==> config.mk <==
export PLATFORM = sky130hd
export DESIGN_NAME = e203_exu_fpu_fmis_sgnj_req_flat
export DESIGN_NICKNAME = d
export VERILOG_FILES = /design/src/rtl/e203_exu_fpu_fmis_sgnj_req_if.sv /design/src/rtl/e203_exu_fpu_fmis_sgnj_req.sv /design/src/flat_wrapper.sv
export SDC_FILE = /design/constraint.sdc
export NUM_CORES = 1
export LEC_CHECK = 0
export CAP_MARGIN = 20
export CELL_PAD_IN_SITES_DETAIL_PLACEMENT = 0
export CELL_PAD_IN_SITES_GLOBAL_PLACEMENT = 1
export CORE_MARGIN = 4
export CORE_UTILIZATION = 39
export DETAILED_ROUTE_END_ITERATION = 6
export PLACE_DENSITY = 0.95
export SLEW_MARGIN = 20
export SYNTH_ARGS = -nofsm -noshare
export SYNTH_HDL_FRONTEND = slang
export SYNTH_SLANG_ARGS = --single-unit
==> constraint.sdc <==
create_clock -name clk -period 9.9 [get_ports clk]
set_clock_uncertainty 0.15 [all_clocks]
set_input_delay 1.485 -clock clk [delete_from_list [all_inputs] [get_ports clk]]
set_output_delay 1.485 -clock clk [all_outputs]
set_load 0.01 [all_outputs]
==> src/rtl/e203_exu_fpu_fmis_sgnj_req_if.sv <==
// Handshake bundle between the EXU-side environment and the FPU sign-injection
// request block.
//   master : environment side (dispatch, sign-injection responder, writeback arbiter)
//   slave  : e203_exu_fpu_fmis_sgnj_req itself
// Signal groups:
//   req_*  / flush : dispatch request channel
//   sgnj_i_* / sgnj_rs1/rs2/flag : operands toward the responder
//   sgnj_o_* / sgnj_wdat         : result from the responder
//   wbck_*         : FIFO head toward the writeback arbiter
//   tmo_err        : sticky hung-responder flag
interface e203_exu_fpu_fmis_sgnj_req_if #(
  parameter int ITAG_W = 2
);
  logic              req_valid;
  logic              req_ready;
  logic [31:0]       req_rs1;
  logic [31:0]       req_rs2;
  logic [1:0]        req_flag;
  logic [ITAG_W-1:0] req_itag;
  logic              flush;

  logic              sgnj_i_valid;
  logic              sgnj_i_ready;
  logic [31:0]       sgnj_rs1;
  logic [31:0]       sgnj_rs2;
  logic [1:0]        sgnj_flag;

  logic              sgnj_o_valid;
  logic              sgnj_o_ready;
  logic [31:0]       sgnj_wdat;

  logic              wbck_valid;
  logic              wbck_ready;
  logic [31:0]       wbck_wdat;
  logic [ITAG_W-1:0] wbck_itag;
  logic              wbck_ill;

  logic              tmo_err;

  modport master (
    output req_valid, req_rs1, req_rs2, req_flag, req_itag, flush,
    output sgnj_i_ready, sgnj_o_valid, sgnj_wdat, wbck_ready,
    input  req_ready, sgnj_i_valid, sgnj_rs1, sgnj_rs2, sgnj_flag, sgnj_o_ready,
    input  wbck_valid, wbck_wdat, wbck_itag, wbck_ill, tmo_err
  );

  modport slave (
    input  req_valid, req_rs1, req_rs2, req_flag, req_itag, flush,
    input  sgnj_i_ready, sgnj_o_valid, sgnj_wdat, wbck_ready,
    output req_ready, sgnj_i_valid, sgnj_rs1, sgnj_rs2, sgnj_flag, sgnj_o_ready,
    output wbck_valid, wbck_wdat, wbck_itag, wbck_ill, tmo_err
  );
endinterface

==> src/rtl/e203_exu_fpu_fmis_sgnj_req.sv <==
// Initiator side of the FPU misc sign-injection handshake.
// Accepts FSGNJ/FSGNJN/FSGNJX requests from dispatch, registers the operands
// toward the responder, collects the result and queues it in a 2-entry FIFO
// for the writeback arbiter. Illegal flags (3) bypass the responder and queue
// a zero result marked ill. Flush kills a request the responder has not yet
// taken. A hung responder raises the sticky tmo_err after TMO_CYC ISSUE cycles.
// Ports:
//   clk, rst : clock, asynchronous active-high reset
//   bus      : slave modport of e203_exu_fpu_fmis_sgnj_req_if
//
// state  | meaning
// IDLE   | no request held, may accept from dispatch
// LOAD   | operands latched, responder handshake starts next cycle
// ISSUE  | offering operands / waiting for result until both handshakes done
module e203_exu_fpu_fmis_sgnj_req #(
  parameter int ITAG_W  = 2,
  parameter int TMO_CYC = 64
) (
  input  logic clk,
  input  logic rst,
  e203_exu_fpu_fmis_sgnj_req_if.slave bus
);

  localparam int CNT_W = $clog2(TMO_CYC + 1);

  typedef enum logic [1:0] {
    S_IDLE,
    S_LOAD,
    S_ISSUE
  } state_t;

  state_t            state_q, state_d;
  logic [31:0]       rs1_q, rs2_q;
  logic [1:0]        flag_q;
  logic [ITAG_W-1:0] itag_q;
  logic              i_done_q, o_done_q;
  logic [CNT_W-1:0]  tmo_cnt_q;
  logic              tmo_err_q;

  logic [31:0]       f_wdat [2];
  logic [ITAG_W-1:0] f_itag [2];
  logic              f_ill  [2];
  logic              wr_ptr, rd_ptr;
  logic [1:0]        f_cnt;

  logic              fifo_full, req_rdy, accept, acc_ill, acc_op;
  logic              i_vld, o_rdy, i_hs, o_hs, i_done_nx, o_done_nx, kill;
  logic              push, pop;
  logic [31:0]       push_wdat;
  logic [ITAG_W-1:0] push_itag;
  logic              push_ill;

  assign fifo_full = (f_cnt == 2'd2);
  // rst gating keeps req_ready low while the rest of the block is held in reset
  assign req_rdy   = !rst && (state_q == S_IDLE) && !fifo_full && !bus.flush;
  assign accept    = bus.req_valid && req_rdy;
  assign acc_ill   = accept && (bus.req_flag == 2'd3);
  assign acc_op    = accept && (bus.req_flag != 2'd3);

  assign i_vld     = (state_q == S_ISSUE) && !i_done_q;
  // result is only taken when there is room, so a capture is never lost
  assign o_rdy     = (state_q == S_ISSUE) && !o_done_q && !fifo_full;
  assign i_hs      = i_vld && bus.sgnj_i_ready;
  assign o_hs      = o_rdy && bus.sgnj_o_valid;
  assign i_done_nx = i_done_q || i_hs;
  assign o_done_nx = o_done_q || o_hs;
  // once the responder has taken the operands (even this cycle) flush is moot
  assign kill      = bus.flush && (state_q != S_IDLE) && !i_done_q && !i_hs;

  always_comb begin
    state_d = state_q;
    case (state_q)
      S_IDLE:  if (acc_op) state_d = S_LOAD;
      S_LOAD:  state_d = kill ? S_IDLE : S_ISSUE;
      S_ISSUE: begin
        if (kill)                        state_d = S_IDLE;
        else if (i_done_nx && o_done_nx) state_d = S_IDLE;
      end
      default: state_d = S_IDLE;
    endcase
  end

  // an illegal accept only happens in IDLE, a result capture only in ISSUE,
  // so at most one push source is active per cycle
  assign push      = acc_ill || o_hs;
  assign push_wdat = acc_ill ? 32'd0 : bus.sgnj_wdat;
  assign push_itag = acc_ill ? bus.req_itag : itag_q;
  assign push_ill  = acc_ill;
  assign pop       = (f_cnt != 2'd0) && bus.wbck_ready;

  always_ff @(posedge clk or posedge rst) begin
    if (rst) begin
      state_q   <= S_IDLE;
      rs1_q     <= '0;
      rs2_q     <= '0;
      flag_q    <= '0;
      itag_q    <= '0;
      i_done_q  <= 1'b0;
      o_done_q  <= 1'b0;
      tmo_cnt_q <= '0;
      tmo_err_q <= 1'b0;
    end else begin
      state_q <= state_d;
      if (acc_op) begin
        rs1_q  <= bus.req_rs1;
        rs2_q  <= bus.req_rs2;
        flag_q <= bus.req_flag;
        itag_q <= bus.req_itag;
      end
      i_done_q <= (state_d == S_ISSUE) && i_done_nx;
      o_done_q <= (state_d == S_ISSUE) && o_done_nx;
      if (state_q == S_ISSUE) begin
        if (tmo_cnt_q != CNT_W'(TMO_CYC)) tmo_cnt_q <= tmo_cnt_q + CNT_W'(1);
        if (tmo_cnt_q == CNT_W'(TMO_CYC - 1)) tmo_err_q <= 1'b1;
      end else begin
        tmo_cnt_q <= '0;
      end
    end
  end

  always_ff @(posedge clk or posedge rst) begin
    if (rst) begin
      for (int i = 0; i < 2; i++) begin
        f_wdat[i] <= '0;
        f_itag[i] <= '0;
        f_ill[i]  <= 1'b0;
      end
      wr_ptr <= 1'b0;
      rd_ptr <= 1'b0;
      f_cnt  <= 2'd0;
    end else begin
      if (push) begin
        f_wdat[wr_ptr] <= push_wdat;
        f_itag[wr_ptr] <= push_itag;
        f_ill[wr_ptr]  <= push_ill;
        wr_ptr         <= ~wr_ptr;
      end
      if (pop) rd_ptr <= ~rd_ptr;
      case ({push, pop})
        2'b10:   f_cnt <= f_cnt + 2'd1;
        2'b01:   f_cnt <= f_cnt - 2'd1;
        default: f_cnt <= f_cnt;
      endcase
    end
  end

  assign bus.req_ready    = req_rdy;
  assign bus.sgnj_i_valid = i_vld;
  assign bus.sgnj_o_ready = o_rdy;
  assign bus.sgnj_rs1     = rs1_q;
  assign bus.sgnj_rs2     = rs2_q;
  assign bus.sgnj_flag    = flag_q;
  assign bus.wbck_valid   = (f_cnt != 2'd0);
  assign bus.wbck_wdat    = f_wdat[rd_ptr];
  assign bus.wbck_itag    = f_itag[rd_ptr];
  assign bus.wbck_ill     = f_ill[rd_ptr];
  assign bus.tmo_err      = tmo_err_q;

endmodule
==> src/flat_wrapper.sv <==
// flat-port wrapper written by rule: the top's interface ports become plain ports
module e203_exu_fpu_fmis_sgnj_req_flat 
#(
  parameter int ITAG_W  = 2,
  parameter int TMO_CYC = 64
)
  (clk, rst, bus_req_valid, bus_req_rs1, bus_req_rs2, bus_req_flag, bus_req_itag, bus_flush, bus_sgnj_i_ready, bus_sgnj_o_valid, bus_sgnj_wdat, bus_wbck_ready, bus_req_ready, bus_sgnj_i_valid, bus_sgnj_rs1, bus_sgnj_rs2, bus_sgnj_flag, bus_sgnj_o_ready, bus_wbck_valid, bus_wbck_wdat, bus_wbck_itag, bus_wbck_ill, bus_tmo_err);
  e203_exu_fpu_fmis_sgnj_req_if #(.ITAG_W(ITAG_W)) bus_i ();
  input  logic clk;
  input  logic rst;
  input wire logic [$bits(bus_i.req_valid)-1:0] bus_req_valid;
  input wire logic [$bits(bus_i.req_rs1)-1:0] bus_req_rs1;
  input wire logic [$bits(bus_i.req_rs2)-1:0] bus_req_rs2;
  input wire logic [$bits(bus_i.req_flag)-1:0] bus_req_flag;
  input wire logic [$bits(bus_i.req_itag)-1:0] bus_req_itag;
  input wire logic [$bits(bus_i.flush)-1:0] bus_flush;
  input wire logic [$bits(bus_i.sgnj_i_ready)-1:0] bus_sgnj_i_ready;
  input wire logic [$bits(bus_i.sgnj_o_valid)-1:0] bus_sgnj_o_valid;
  input wire logic [$bits(bus_i.sgnj_wdat)-1:0] bus_sgnj_wdat;
  input wire logic [$bits(bus_i.wbck_ready)-1:0] bus_wbck_ready;
  output wire logic [$bits(bus_i.req_ready)-1:0] bus_req_ready;
  output wire logic [$bits(bus_i.sgnj_i_valid)-1:0] bus_sgnj_i_valid;
  output wire logic [$bits(bus_i.sgnj_rs1)-1:0] bus_sgnj_rs1;
  output wire logic [$bits(bus_i.sgnj_rs2)-1:0] bus_sgnj_rs2;
  output wire logic [$bits(bus_i.sgnj_flag)-1:0] bus_sgnj_flag;
  output wire logic [$bits(bus_i.sgnj_o_ready)-1:0] bus_sgnj_o_ready;
  output wire logic [$bits(bus_i.wbck_valid)-1:0] bus_wbck_valid;
  output wire logic [$bits(bus_i.wbck_wdat)-1:0] bus_wbck_wdat;
  output wire logic [$bits(bus_i.wbck_itag)-1:0] bus_wbck_itag;
  output wire logic [$bits(bus_i.wbck_ill)-1:0] bus_wbck_ill;
  output wire logic [$bits(bus_i.tmo_err)-1:0] bus_tmo_err;
  assign bus_i.req_valid = bus_req_valid;
  assign bus_i.req_rs1 = bus_req_rs1;
  assign bus_i.req_rs2 = bus_req_rs2;
  assign bus_i.req_flag = bus_req_flag;
  assign bus_i.req_itag = bus_req_itag;
  assign bus_i.flush = bus_flush;
  assign bus_i.sgnj_i_ready = bus_sgnj_i_ready;
  assign bus_i.sgnj_o_valid = bus_sgnj_o_valid;
  assign bus_i.sgnj_wdat = bus_sgnj_wdat;
  assign bus_i.wbck_ready = bus_wbck_ready;
  assign bus_req_ready = bus_i.req_ready;
  assign bus_sgnj_i_valid = bus_i.sgnj_i_valid;
  assign bus_sgnj_rs1 = bus_i.sgnj_rs1;
  assign bus_sgnj_rs2 = bus_i.sgnj_rs2;
  assign bus_sgnj_flag = bus_i.sgnj_flag;
  assign bus_sgnj_o_ready = bus_i.sgnj_o_ready;
  assign bus_wbck_valid = bus_i.wbck_valid;
  assign bus_wbck_wdat = bus_i.wbck_wdat;
  assign bus_wbck_itag = bus_i.wbck_itag;
  assign bus_wbck_ill = bus_i.wbck_ill;
  assign bus_tmo_err = bus_i.tmo_err;
  e203_exu_fpu_fmis_sgnj_req #(.ITAG_W(ITAG_W), .TMO_CYC(TMO_CYC)) u_core (.clk(clk), .rst(rst), .bus(bus_i));
endmodule
==> results.txt, run 1 <==
----------------------------------------------------
[STA]
  Share of the clock period used by the worst path ... 0.4743
  Final-layout setup total negative slack ... 0 ns
  Final min period ... roughly 4.7 ns
  Slew of the pin with the lowest slew margin ... roughly 0.94 ns
  Final hold violations ... 0
  RSZ-0062 raised after global routing ... no
  Tightest slew margin relative to the limit ... 0.3713
  Worst hold slack across all endpoints ... around 0.32 ns
  Achievable Freq ... around 0.21 GHz
  Final count of pins violating max slew ... 0
  Endpoints failing setup ... 0

[Layout]
  Fraction of final layout cells with drive strength greater than 1 ... 0.2159
  Final-stage net count ... 778
  Antenna diode count ... 0
  Area Overhead vs Synth ... 46.45%
  Filler cell count ... between 1000 and 1500

[Clock network]
  CTS root buf ... sky130_fd_sc_hd__clkbuf_16
  Hold-fix buffers, CTS ... 0
  CTS resizes ... 0
  Inserted Clock Buffers ... 17
  Post CTS Setup Buffer Count ... 0
  Total number of H-tree levels ... 4
  Clock insertion delay at the later pin of the skew report ... 0.41 ns
  Number of buffers between clock root and the deepest sink ... 2
  Clock tree from TritonCTS ... yes
  Clock tree sinks ... about 150
  Reg clk slew, reported paths ... roughly 0.060 ns

[Drt]
  Remaining number of nets flagged by the antenna check after routing ... 0
  Violation count after the first detailed-routing iteration ... around 120
  Number of iterations in the first detailed-routing pass ... 4
  Wirelength, routed ... 16750 um
  Number of vias after detailed routing ... ~4600
  Mean routed wirelength per cell ... approximately 19 um
  Via-per-instance ratio ... slightly above 5
  Total DRC errors in the routed layout ... 0

[Die]
  Top-level port count ... 213
  Floorplan Core Area ... approximately 16000 um^2
  Initial Utilization ... 0.4022
  Area enclosed by the die boundary ... 18680 um^2
  Vert. Die Dim ... around 140 um
  Number of placement rows ... 46
  Horizontal die dimension ... about 140 um

[Critical path]
  Start point of the critical path ... bus_flush
  Cell repeated most along the worst path ... sky130_fd_sc_hd__clkdlybuf4s50_1
  Type of element launching the critical path ... primary input
  Endpoint class of the critical path ... primary output
  Sequence of cells on the critical path ... clkdlybuf4s50_1, nor4_4, and2_1, clkdlybuf4s50_1
  Worst EP arrival ... 3.06 ns
  Crit Path Max Fanout ... 4
  CP Data Required Time ... 8.27 ns
  Delay contributed by the slowest stage of the critical path ... between 0.5 and 0.6 ns
  Reg2reg start ... u_core.wr_ptr
  Kind of critical path ... in -> out
  Worst path slowest cell ... sky130_fd_sc_hd__clkdlybuf4s50_1

[Yosys]
  Cell types occupying the most area after synthesis ... sky130_fd_sc_hd__dfrtp_1, sky130_fd_sc_hd__mux2_2, sky130_fd_sc_hd__mux2_4, sky130_fd_sc_hd__a22o_1, sky130_fd_sc_hd__o2bb2ai_1
  Flip-flop and latch count after synthesis ... ~150
  Primary flip-flop cell chosen by synthesis mapping ... sky130_fd_sc_hd__dfrtp_1
  Number of flops mapped to enable cells by yosys ... 0
  Average cell area after synthesis ... 14.10 um^2
  Seq/Total Area, Yosys ... 0.5967
  Netlist Area Pre-Place ... 6459 um^2
  Most frequent cells after synthesis ... sky130_fd_sc_hd__dfrtp_1, sky130_fd_sc_hd__mux2_2, sky130_fd_sc_hd__a22o_1
  Post-Syn Instances ... ~460
  Yosys warns ... 0
  Post-synthesis cell type count ... between 40 and 50
  Most frequently used cell type in the post-synthesis netlist ... sky130_fd_sc_hd__dfrtp_1
  Ys async rst share ... 1.000
  Top cell type's share of synthesized area ... 0.5967
  Synthesized netlist net count ... roughly 570
  Largest area contributor in the synthesized netlist ... sky130_fd_sc_hd__dfrtp_1

[Placement]
  DP HPWL ... roughly 12000 um
  IO buf count ... 212
  Routability Congestion ... approximately 0.73

[Flow run]
  Total of max-cap violations ... 0

[Global route]
  Via count of the first global-routing pass ... between 5000 and 6000
  Global-route total usage across every layer ... 0.1782
  First-pass GRT wire length ... 26120 um
  Pin count of the biggest net entering global routing ... 100
  Antenna violations before repair ... 0
  Global route overflow ... 0

[Power]
  Share of power burned in registers ... 0.351
  P_leak ... ~4.2 nW
  Worst-case vdd ir drop ... about 0.22 mV
  Pint ... 0.002151 W
  Clk network pwr share ... 0.245
  Power per unit of standard cell area ... approximately 320 nW/um^2
  Switching power share of the total ... 0.2968
  Combinational fraction of design power ... 0.404
  Switching power of the nets ... between 0.0009 and 0.001 W

[Hold path]
  Hold wc startpoint ... u_core.bus.tmo_err
  Path class of the lowest-slack min-delay path ... reg -> reg

[Outcome]
  Status ... complete, no violations

----------------------------------------------------
[routing by layer]
| layer | track usage | routed length [um] | vias up |
|---|---|---|---|
| met5 | 0 | 0 | - |
| met4 | 0.06047 | 343 | 0 |
| met3 | 0.05625 | 1015 | 25 |
| met1 | 0.2149 | 6921 | 2324 |
| met2 | 0.3023 | 8467 | 140 |
| li1 | - | - | 2076 |
[worst paths after layout]
| kind | depth (start not counted) | to | slack [ns] |
|---|---|---|---|
| hold reg to reg | 1 | u_core.bus.tmo_err | 0.32 |
| setup / recovery | 4 | bus_req_ready | 5.20 |
| hold / removal | 1 | u_core.bus.tmo_err | 0.32 |
| min in group asynchronous | 2 | u_core.bus.sgnj_flag[1] | 1.59 |
| setup reg to reg | 6 | u_core.f_wdat[22] | 6.51 |
| max in group asynchronous | 3 | u_core.bus.sgnj_rs1[23] | 6.77 |
[cell usage in the layout, fill, tap and decap left out, types with 14 or more instances in the layout]
| master | synthesis | layout |
|---|---|---|
| sky130_fd_sc_hd__a22o_1 | 42 | 42 |
| sky130_fd_sc_hd__clkbuf_16 | 0 | 17 |
| sky130_fd_sc_hd__clkdlybuf4s50_1 | 0 | 212 |
| sky130_fd_sc_hd__dfrtp_1 | 154 | 154 |
| sky130_fd_sc_hd__inv_1 | 15 | 14 |
| sky130_fd_sc_hd__mux2_2 | 69 | 69 |
| sky130_fd_sc_hd__mux2_4 | 29 | 29 |
| sky130_fd_sc_hd__nand2_1 | 17 | 17 |
| sky130_fd_sc_hd__nor2_1 | 18 | 18 |
| sky130_fd_sc_hd__o2bb2ai_1 | 22 | 22 |
[through the flow]
stage | setup WS, ns | util | instances | area, um^2 | total power, W
finish | 5.204 | 0.5891 | 897 | 9459 | 0.003059
global route | 5.145 | 0.5891 | 897 | 9459 | 0.003218
CTS | 5.207 | 0.5891 | 897 | 9459 | 0.003095
detailed placement | 5.219 | 0.5459 | 865 | 8766 | 0.002327
global placement | 5.237 | 0.5459 | 865 | 8766 | 0.002281
floorplan | 4.115 | - | 458 | 6459 | 0.001673
[final cells by class]
| type | instances | area (um^2) | share of cell area |
|---|---|---|---|
| tap | 216 | 270.3 | 0.02857 |
| clock buffer | 19 | 452.9 | 0.04788 |
| inverter | 16 | 65.06 | 0.006878 |
| multi-input combinational | 261 | 2410 | 0.2548 |
| sequential | 154 | 3854 | 0.4074 |
| timing repair buffer | 218 | 2167 | 0.2291 |
| clock inverter | 13 | 240.2 | 0.02540 |
[cells by family (layout without fill, tap and decap cells)]
kind of cell    after synthesis  after routing  synth area share
compound gates               84             84            0.1071
xor+xnor                     11             11           0.01492
fa+ha+maj                     3              3          0.005812
buf+inv                      43            266           0.03177
flops                       154            154            0.5967
mux                          99             99            0.1893
simple gates                 64             64           0.05444
[state kept, by name (all words and copies together), names as in the netlist, 2 cells and up]
name / cells
u_core.f_wdat: 64
u_core.bus.sgnj_rs1: 32
u_core.tmo_cnt_q: 7
u_core.f_itag: 4
u_core.bus.sgnj_rs2: 32
u_core.f_cnt: 2
u_core.itag_q: 2
u_core.state_q: 2
u_core.f_ill: 2
u_core.bus.sgnj_flag: 2
[worst max-delay path: cells and delay by family]
kind / cells / cell delay (ns)
buffers and inverters: 2 / 1.01
and+or+nand+nor: 2 / 0.56
[power by group through the flow]
stage,Clock [W],Combinational (W),Sequential (W)
finish,0.000749,0.00124,0.00107
detailed placement,0,0.00124,0.00108
global route,0.000796,0.00132,0.00111
CTS,0.000764,0.00126,0.00108
floorplan,0,0.000580,0.00109
global placement,0,0.00122,0.00106
Note: power is estimated with default switching activity, not from simulation.
==> run 2: changes to the inputs <==
--- a/config.mk
+++ b/config.mk
@@ -9,9 +9,9 @@
 export CELL_PAD_IN_SITES_DETAIL_PLACEMENT = 0
 export CELL_PAD_IN_SITES_GLOBAL_PLACEMENT = 1
 export CORE_MARGIN = 4
-export CORE_UTILIZATION = 39
+export CORE_UTILIZATION = 36
 export DETAILED_ROUTE_END_ITERATION = 6
-export PLACE_DENSITY = 0.95
+export PLACE_DENSITY = 0.9
 export SLEW_MARGIN = 20
 export SYNTH_ARGS = -nofsm -noshare
 export SYNTH_HDL_FRONTEND = slang
==> constraint.sdc (replaced) <==
create_clock -name clk -period 4.45 [get_ports clk]
set_clock_uncertainty 0.15 [all_clocks]
set_input_delay 0.6675 -clock clk [delete_from_list [all_inputs] [get_ports clk]]
set_output_delay 0.6675 -clock clk [all_outputs]
set_load 0.01 [all_outputs]
==> run 2 against run 1 <==
Non-clock buffer count increased by 1. Global-route usage decreased by 0.86 points. Critical path depth decreased by 1. Design area decreased by 0.40%. Via count decreased by 0.53%. Power increased by 120%. Sequential power increased by 130%. Register-to-register slack got worse by 4.7 ns. Worst setup slack got worse by 4.0 ns. Clock power increased by 98%. Core utilization decreased by 4.8 points. Sequential cell count unchanged. Critical endpoint is now bus_wbck_wdat[8].
==> results.txt, run 2 (synthesis gave the netlist of run 1 again) <==
----------------------------------------------------
[Clock network]
  Hold-fix buffers, CTS ... 0
  Post CTS Setup Buffer Count ... 0
  CTS root buf ... sky130_fd_sc_hd__clkbuf_16
  Total number of H-tree levels ... 4
  Number of buffers between clock root and the deepest sink ... 2
  Clock insertion delay at the later pin of the skew report ... 0.41 ns
  Clock tree from TritonCTS ... yes
  Inserted Clock Buffers ... 17
  Reg clk slew, reported paths ... 0.06 ns
  CTS resizes ... 0
  Clock tree sinks ... approximately 150

[Layout]
  Area Overhead vs Synth ... 45.87%
  Commonest cells after routing, fill and taps aside ... sky130_fd_sc_hd__clkdlybuf4s50_1, sky130_fd_sc_hd__dfrtp_1, sky130_fd_sc_hd__mux2_2
  Number of flip-flops in the largest register ... 64
  Most frequent standard cell in the layout excluding fill and tap cells ... sky130_fd_sc_hd__clkdlybuf4s50_1
  Fraction of final layout cells with drive strength greater than 1 ... 0.2126
  Antenna diode count ... 0
  Most flops, register ... u_core.f_wdat
  Final-stage net count ... between 700 and 800

[STA]
  Final hold violations ... 0
  Setup WS post-layout ... 1.203 ns
  RSZ-0062 raised after global routing ... no
  Final min period ... between 3 and 4 ns
  Slew of the pin with the lowest slew margin ... 1.076 ns
  Endpoints failing setup ... 0
  Tightest slew margin relative to the limit ... 0.2808
  Final count of pins violating max slew ... 0
  Final-layout setup total negative slack ... 0 ns
  Share of the clock period used by the worst path ... 0.7296
  Achievable Freq ... between 0.3 and 0.4 GHz

[Critical path]
  R2r setup slk ... ~1.8 ns
  Worst Reg-to-Reg Cells ... 5
  Count of buffer and inverter cells on the critical path ... 2
  Reg2reg start ... u_core.wr_ptr
  Critical Path Sink ... bus_wbck_wdat[8]
  Kind of critical path ... reg -> out
  Worst path slowest cell ... sky130_fd_sc_hd__dfrtp_1
  Gate family responsible for the most delay along the worst path ... buffers and inverters
  CP Data Required Time ... between 3 and 4 ns
  Worst EP arrival ... 2.43 ns
  Crit Path Max Fanout ... 29
  Endpoint class of the critical path ... primary output
  Worst reg2reg path endpoint ... u_core.f_itag[0]
  Levels on crit path ... 3
  Type of element launching the critical path ... flip-flop
  Delay contributed by the slowest stage of the critical path ... about 0.65 ns
  Sequence of cells on the critical path ... buf_4, mux2_2, clkdlybuf4s50_1
  Start point of the critical path ... u_core.rd_ptr

[Placement]
  IO buf count ... roughly 210
  Routability Congestion ... approximately 0.8
  Setup slack after placement ... 1.354 ns
  DP HPWL ... between 10000 and 15000 um

[Drt]
  Violation count after the first detailed-routing iteration ... ~170
  Via-per-instance ratio ... roughly 5
  Topmost layer with routed signal wires ... met4
  Number of iterations in the first detailed-routing pass ... 4
  Met2 routed wirelength ... ~8600 um
  Number of vias after detailed routing ... 4541
  Mean routed wirelength per cell ... about 19 um
  Remaining number of nets flagged by the antenna check after routing ... 0
  Met3 wire length ... about 880 um
  Met1 routed wirelength after detailed routing ... around 7100 um
  Wirelength, routed ... roughly 17000 um
  Total DRC errors in the routed layout ... 0

[Global route]
  Via count of the first global-routing pass ... a little over 5000
  Antenna violations before repair ... 0
  Pin count of the biggest net entering global routing ... 89
  Global route overflow ... 0
  Global-route total usage across every layer ... 0.1696
  First-pass GRT wire length ... approximately 27000 um

[Power]
  Power per unit of standard cell area ... between 700 and 800 nW/um^2
  Worst-case vdd ir drop ... around 0.35 mV
  Pint ... 0.004621 W
  Switching power share of the total ... 0.3033
  P_leak ... ~4.2 nW
  Combinational fraction of design power ... 0.414
  Share of power burned in registers ... 0.363
  Switching power of the nets ... ~0.0020 W
  Clk network pwr share ... 0.222

[Die]
  Number of placement rows ... 48
  Vert. Die Dim ... 141.9 um
  Horizontal die dimension ... 141.9 um
  Floorplan Core Area ... between 15000 and 20000 um^2
  Area enclosed by the die boundary ... around 20000 um^2
  Top-level port count ... 213
  Initial Utilization ... 0.3708

[Outcome]
  Status ... complete, no violations

[Flow run]
  Total of max-cap violations ... 0

[Hold path]
  Path class of the lowest-slack min-delay path ... reg -> reg

----------------------------------------------------
==> run 2: through the flow <==
stage | util | total power [W] | instances | hold slack (ns) | instance area (um^2)
4_1_cts | 0.5392 | 0.006709 | 906 | 0.3395 | 9390
6_report | 0.5409 | 0.006632 | 907 | 0.3363 | 9422
5_1_grt | 0.5409 | 0.006989 | 907 | 0.3536 | 9422
3_3_place_gp | 0.5043 | 0.005094 | 874 | 0.3018 | 8783
2_1_floorplan | - | 0.003721 | 458 | 0.3007 | 6462
3_5_place_dp | 0.5043 | 0.005184 | 874 | 0.3151 | 8783
==> run 2: per-layer routing <==
| metal | up-vias | global-route usage |
|---|---|---|
| li1 | 2067 | - |
| met1 | 2312 | 0.2120 |
| met2 | 146 | 0.2836 |
| met3 | 16 | 0.05007 |
| met4 | 0 | 0.05657 |
| met5 | - | 0 |
==> run 2: final cells by class <==
type	instances	area, um^2
Fill cell	1439	7995
Sequential cell	154	3854
Multi-Input combinational cell	261	2417
Timing Repair Buffer	219	2198
Clock buffer	22	464.2
Tap cell	225	281.5
Clock inverter	10	142.6
Inverter	16	63.81
==> run 2: how the worst min path moves through the flow <==
stage | from | end | cells past startpoint
floorplan | u_core.f_wdat[0] | u_core.f_wdat[0] | 1
global placement | u_core.bus.tmo_err | u_core.bus.tmo_err | 1
detailed placement | u_core.bus.tmo_err | u_core.bus.tmo_err | 1
CTS | u_core.f_wdat[9] | u_core.f_wdat[9] | 1
global route | u_core.f_wdat[23] | u_core.f_wdat[23] | 1
finish | u_core.f_wdat[2] | u_core.f_wdat[2] | 1
==> run 2: power groups by stage <==
stage               Combinational, W  Clock [W]  Sequential [W]
floorplan                    0.00129          0         0.00243
global placement             0.00272          0         0.00237
detailed placement           0.00278          0         0.00241
CTS                          0.00279    0.00152         0.00240
global route                 0.00293    0.00158         0.00248
finish                       0.00275    0.00148         0.00241
==> run 3: changes to the inputs <==
--- a/config.mk
+++ b/config.mk
@@ -9,9 +9,9 @@
 export CELL_PAD_IN_SITES_DETAIL_PLACEMENT = 0
 export CELL_PAD_IN_SITES_GLOBAL_PLACEMENT = 1
 export CORE_MARGIN = 4
-export CORE_UTILIZATION = 36
+export CORE_UTILIZATION = 33
 export DETAILED_ROUTE_END_ITERATION = 6
-export PLACE_DENSITY = 0.9
+export PLACE_DENSITY = 0.87
 export SLEW_MARGIN = 20
 export SYNTH_ARGS = -nofsm -noshare
 export SYNTH_HDL_FRONTEND = slang
==> constraint.sdc (replaced) <==
create_clock -name clk -period 2.9 [get_ports clk]
set_clock_uncertainty 0.15 [all_clocks]
set_input_delay 0.435 -clock clk [delete_from_list [all_inputs] [get_ports clk]]
set_output_delay 0.435 -clock clk [all_outputs]
set_load 0.01 [all_outputs]
==> run 3 against run 2 <==
Routed wire length up 0.44%. Register-to-register slack worse by 1.2 ns. Design area up 1.0%. Hold slack worse by 0.10 ns. Via count up 1.3%.
==> results.txt, run 3 (synthesis gave the netlist of run 1 again) <==
----------------------------------------------------
[Outcome]
  Status ... complete, no violations

[Drt]
  Total DRC errors in the routed layout ... 0
  Number of iterations in the first detailed-routing pass ... 5
  Violation count after the first detailed-routing iteration ... 204
  Via-per-instance ratio ... 4.860
  Number of vias after detailed routing ... between 4000 and 5000
  Remaining number of nets flagged by the antenna check after routing ... 0
  Mean routed wirelength per cell ... 17.89 um
  Wirelength, routed ... between 15000 and 20000 um

[STA]
  Tightest slew margin relative to the limit ... 0.6349
  Share of the clock period used by the worst path ... 0.8977
  Final count of pins violating max slew ... 0
  Final hold violations ... 0
  Setup WS post-layout ... around 0.30 ns
  Final min period ... around 2.6 ns
  Achievable Freq ... between 0.3 and 0.4 GHz
  Slew of the pin with the lowest slew margin ... ~0.55 ns
  Endpoints failing setup ... 0
  RSZ-0062 raised after global routing ... no
  Final-layout setup total negative slack ... 0 ns

[Die]
  Top-level port count ... ~210
  Floorplan Core Area ... between 15000 and 20000 um^2
  Initial Utilization ... 0.3407
  Area enclosed by the die boundary ... approximately 22000 um^2
  Number of placement rows ... 50
  Vert. Die Dim ... approximately 150 um
  Horizontal die dimension ... between 100 and 150 um

[Hold path]
  Path class of the lowest-slack min-delay path ... in -> async

[Critical path]
  R2r setup slk ... between 0.5 and 0.6 ns
  CP Data Required Time ... 2.32 ns
  Crit Path Max Fanout ... 4
  Worst Reg-to-Reg Cells ... 5
  Endpoint class of the critical path ... primary output
  Worst EP arrival ... 2.02 ns
  Worst reg2reg path endpoint ... u_core.f_wdat[61]
  Type of element launching the critical path ... primary input
  Kind of critical path ... in -> out
  Reg2reg start ... u_core.state_q[0]

[Global route]
  First-pass GRT wire length ... between 20000 and 30000 um
  Global routing met2 resource utilization ... 0.2686
  M3 GR Usage ... 0.05457
  GRT busiest layer ... met2
  Pin count of the biggest net entering global routing ... 68
  Antenna violations before repair ... 0
  GRT met1 Usage ... 0.1866
  Global-route total usage across every layer ... 0.1546
  Global route overflow ... 0
  Via count of the first global-routing pass ... 5024

[Clock network]
  Total number of H-tree levels ... 4
  Post CTS Setup Buffer Count ... 0
  Inserted Clock Buffers ... 17
  Hold-fix buffers, CTS ... 0
  Clock tree from TritonCTS ... yes
  Clock insertion delay at the later pin of the skew report ... 0.41 ns
  Number of buffers between clock root and the deepest sink ... 2
  CTS root buf ... sky130_fd_sc_hd__clkbuf_16
  CTS resizes ... 0
  Clock tree sinks ... around 150
  Reg clk slew, reported paths ... 0.06 ns

[Layout]
  Antenna diode count ... 0
  Commonest cells after routing, fill and taps aside ... sky130_fd_sc_hd__clkdlybuf4s50_1, sky130_fd_sc_hd__dfrtp_1, sky130_fd_sc_hd__mux2_2
  Number of flip-flops in the largest register ... 64
  Most frequent standard cell in the layout excluding fill and tap cells ... sky130_fd_sc_hd__clkdlybuf4s50_1
  Area Overhead vs Synth ... 47.40%
  Filler cell count ... between 1500 and 2000
  Final-stage net count ... ~800
  Most flops, register ... u_core.f_wdat
  Fraction of final layout cells with drive strength greater than 1 ... 0.2198

[Power]
  Worst-case vdd ir drop ... between 0.4 and 0.5 mV
  P_leak ... 4.233 nW
  Power per unit of standard cell area ... about 1100 nW/um^2

[Placement]
  Setup slack after placement ... 0.04680 ns
  Routability Congestion ... 0.7523
  DP HPWL ... 11820 um
  IO buf count ... roughly 210

[Flow run]
  Total of max-cap violations ... 0

----------------------------------------------------
## run 3: cell count changes in the layout (fill, tap and decap cells not counted), sizes merged
| cell | previous run | this run |
|---|---|---|
| clkinv | 7 | 5 |
| clkinvlp | 2 | 1 |
| buf | 7 | 12 |
| inv | 14 | 17 |
## run 3: critical path, stage by stage
cell and delay (ns):
sky130_fd_sc_hd__clkdlybuf4s50_1 0.49, sky130_fd_sc_hd__nor4_4 0.37, sky130_fd_sc_hd__and2_1 0.18, sky130_fd_sc_hd__clkdlybuf4s50_1 0.53
## run 3: worst max-delay path by stage
stage | startpoint | end | slack (ns) | depth (start not counted)
floorplan | rst | u_core.bus.sgnj_flag[0] | 0.37 | 1
finish | bus_flush | bus_req_ready | 0.30 | 4
CTS | u_core.state_q[0] | bus_sgnj_o_ready | 0.27 | 3
detailed placement | bus_flush | u_core.bus.sgnj_rs2[1] | 0.05 | 5
global placement | rst | u_core.bus.sgnj_rs2[18] | 0.14 | 5
global route | u_core.state_q[0] | bus_sgnj_o_ready | 0.17 | 3
## run 3: area by class of cell
| class | instances | area [um^2] | area share |
|---|---|---|---|
| multi-input cells | 261 | 2410 | 0.2531 |
| clock buffers | 22 | 474.2 | 0.04981 |
| well taps | 260 | 325.3 | 0.03417 |
| clock inverters | 10 | 136.4 | 0.01433 |
| inverters | 16 | 63.81 | 0.006703 |
| repair buffers | 224 | 2257 | 0.2371 |
| flip-flops and latches | 154 | 3854 | 0.4048 |
## run 3: stage by stage
step | cell area, um^2 | util | hold WS [ns] | total power [W] | std cells
after floorplan | 6462 | - | 0.3007 | 0.005710 | 458
after global placement | 8882 | 0.4686 | 0.2934 | 0.007856 | 914
after detailed placement | 8882 | 0.4686 | 0.3057 | 0.007991 | 914
after CTS | 9493 | 0.5008 | 0.2047 | 0.01037 | 946
after global routing | 9520 | 0.5022 | 0.2202 | 0.01082 | 947
final | 9520 | 0.5022 | 0.2352 | 0.01022 | 947
## run 3: where the power goes
group	total [W]	internal [W]	switching, W
combinational	0.00432	0.00265	0.00168
clock	0.00230	0.00143	0.000869
sequential	0.00360	0.00307	0.000528
## run 3: per-layer routing
metal	routed length, um	vias up
li1	-	2092
met3	945	11
met2	8743	129
met1	7115	2370
met4	138	0
met5	0	-
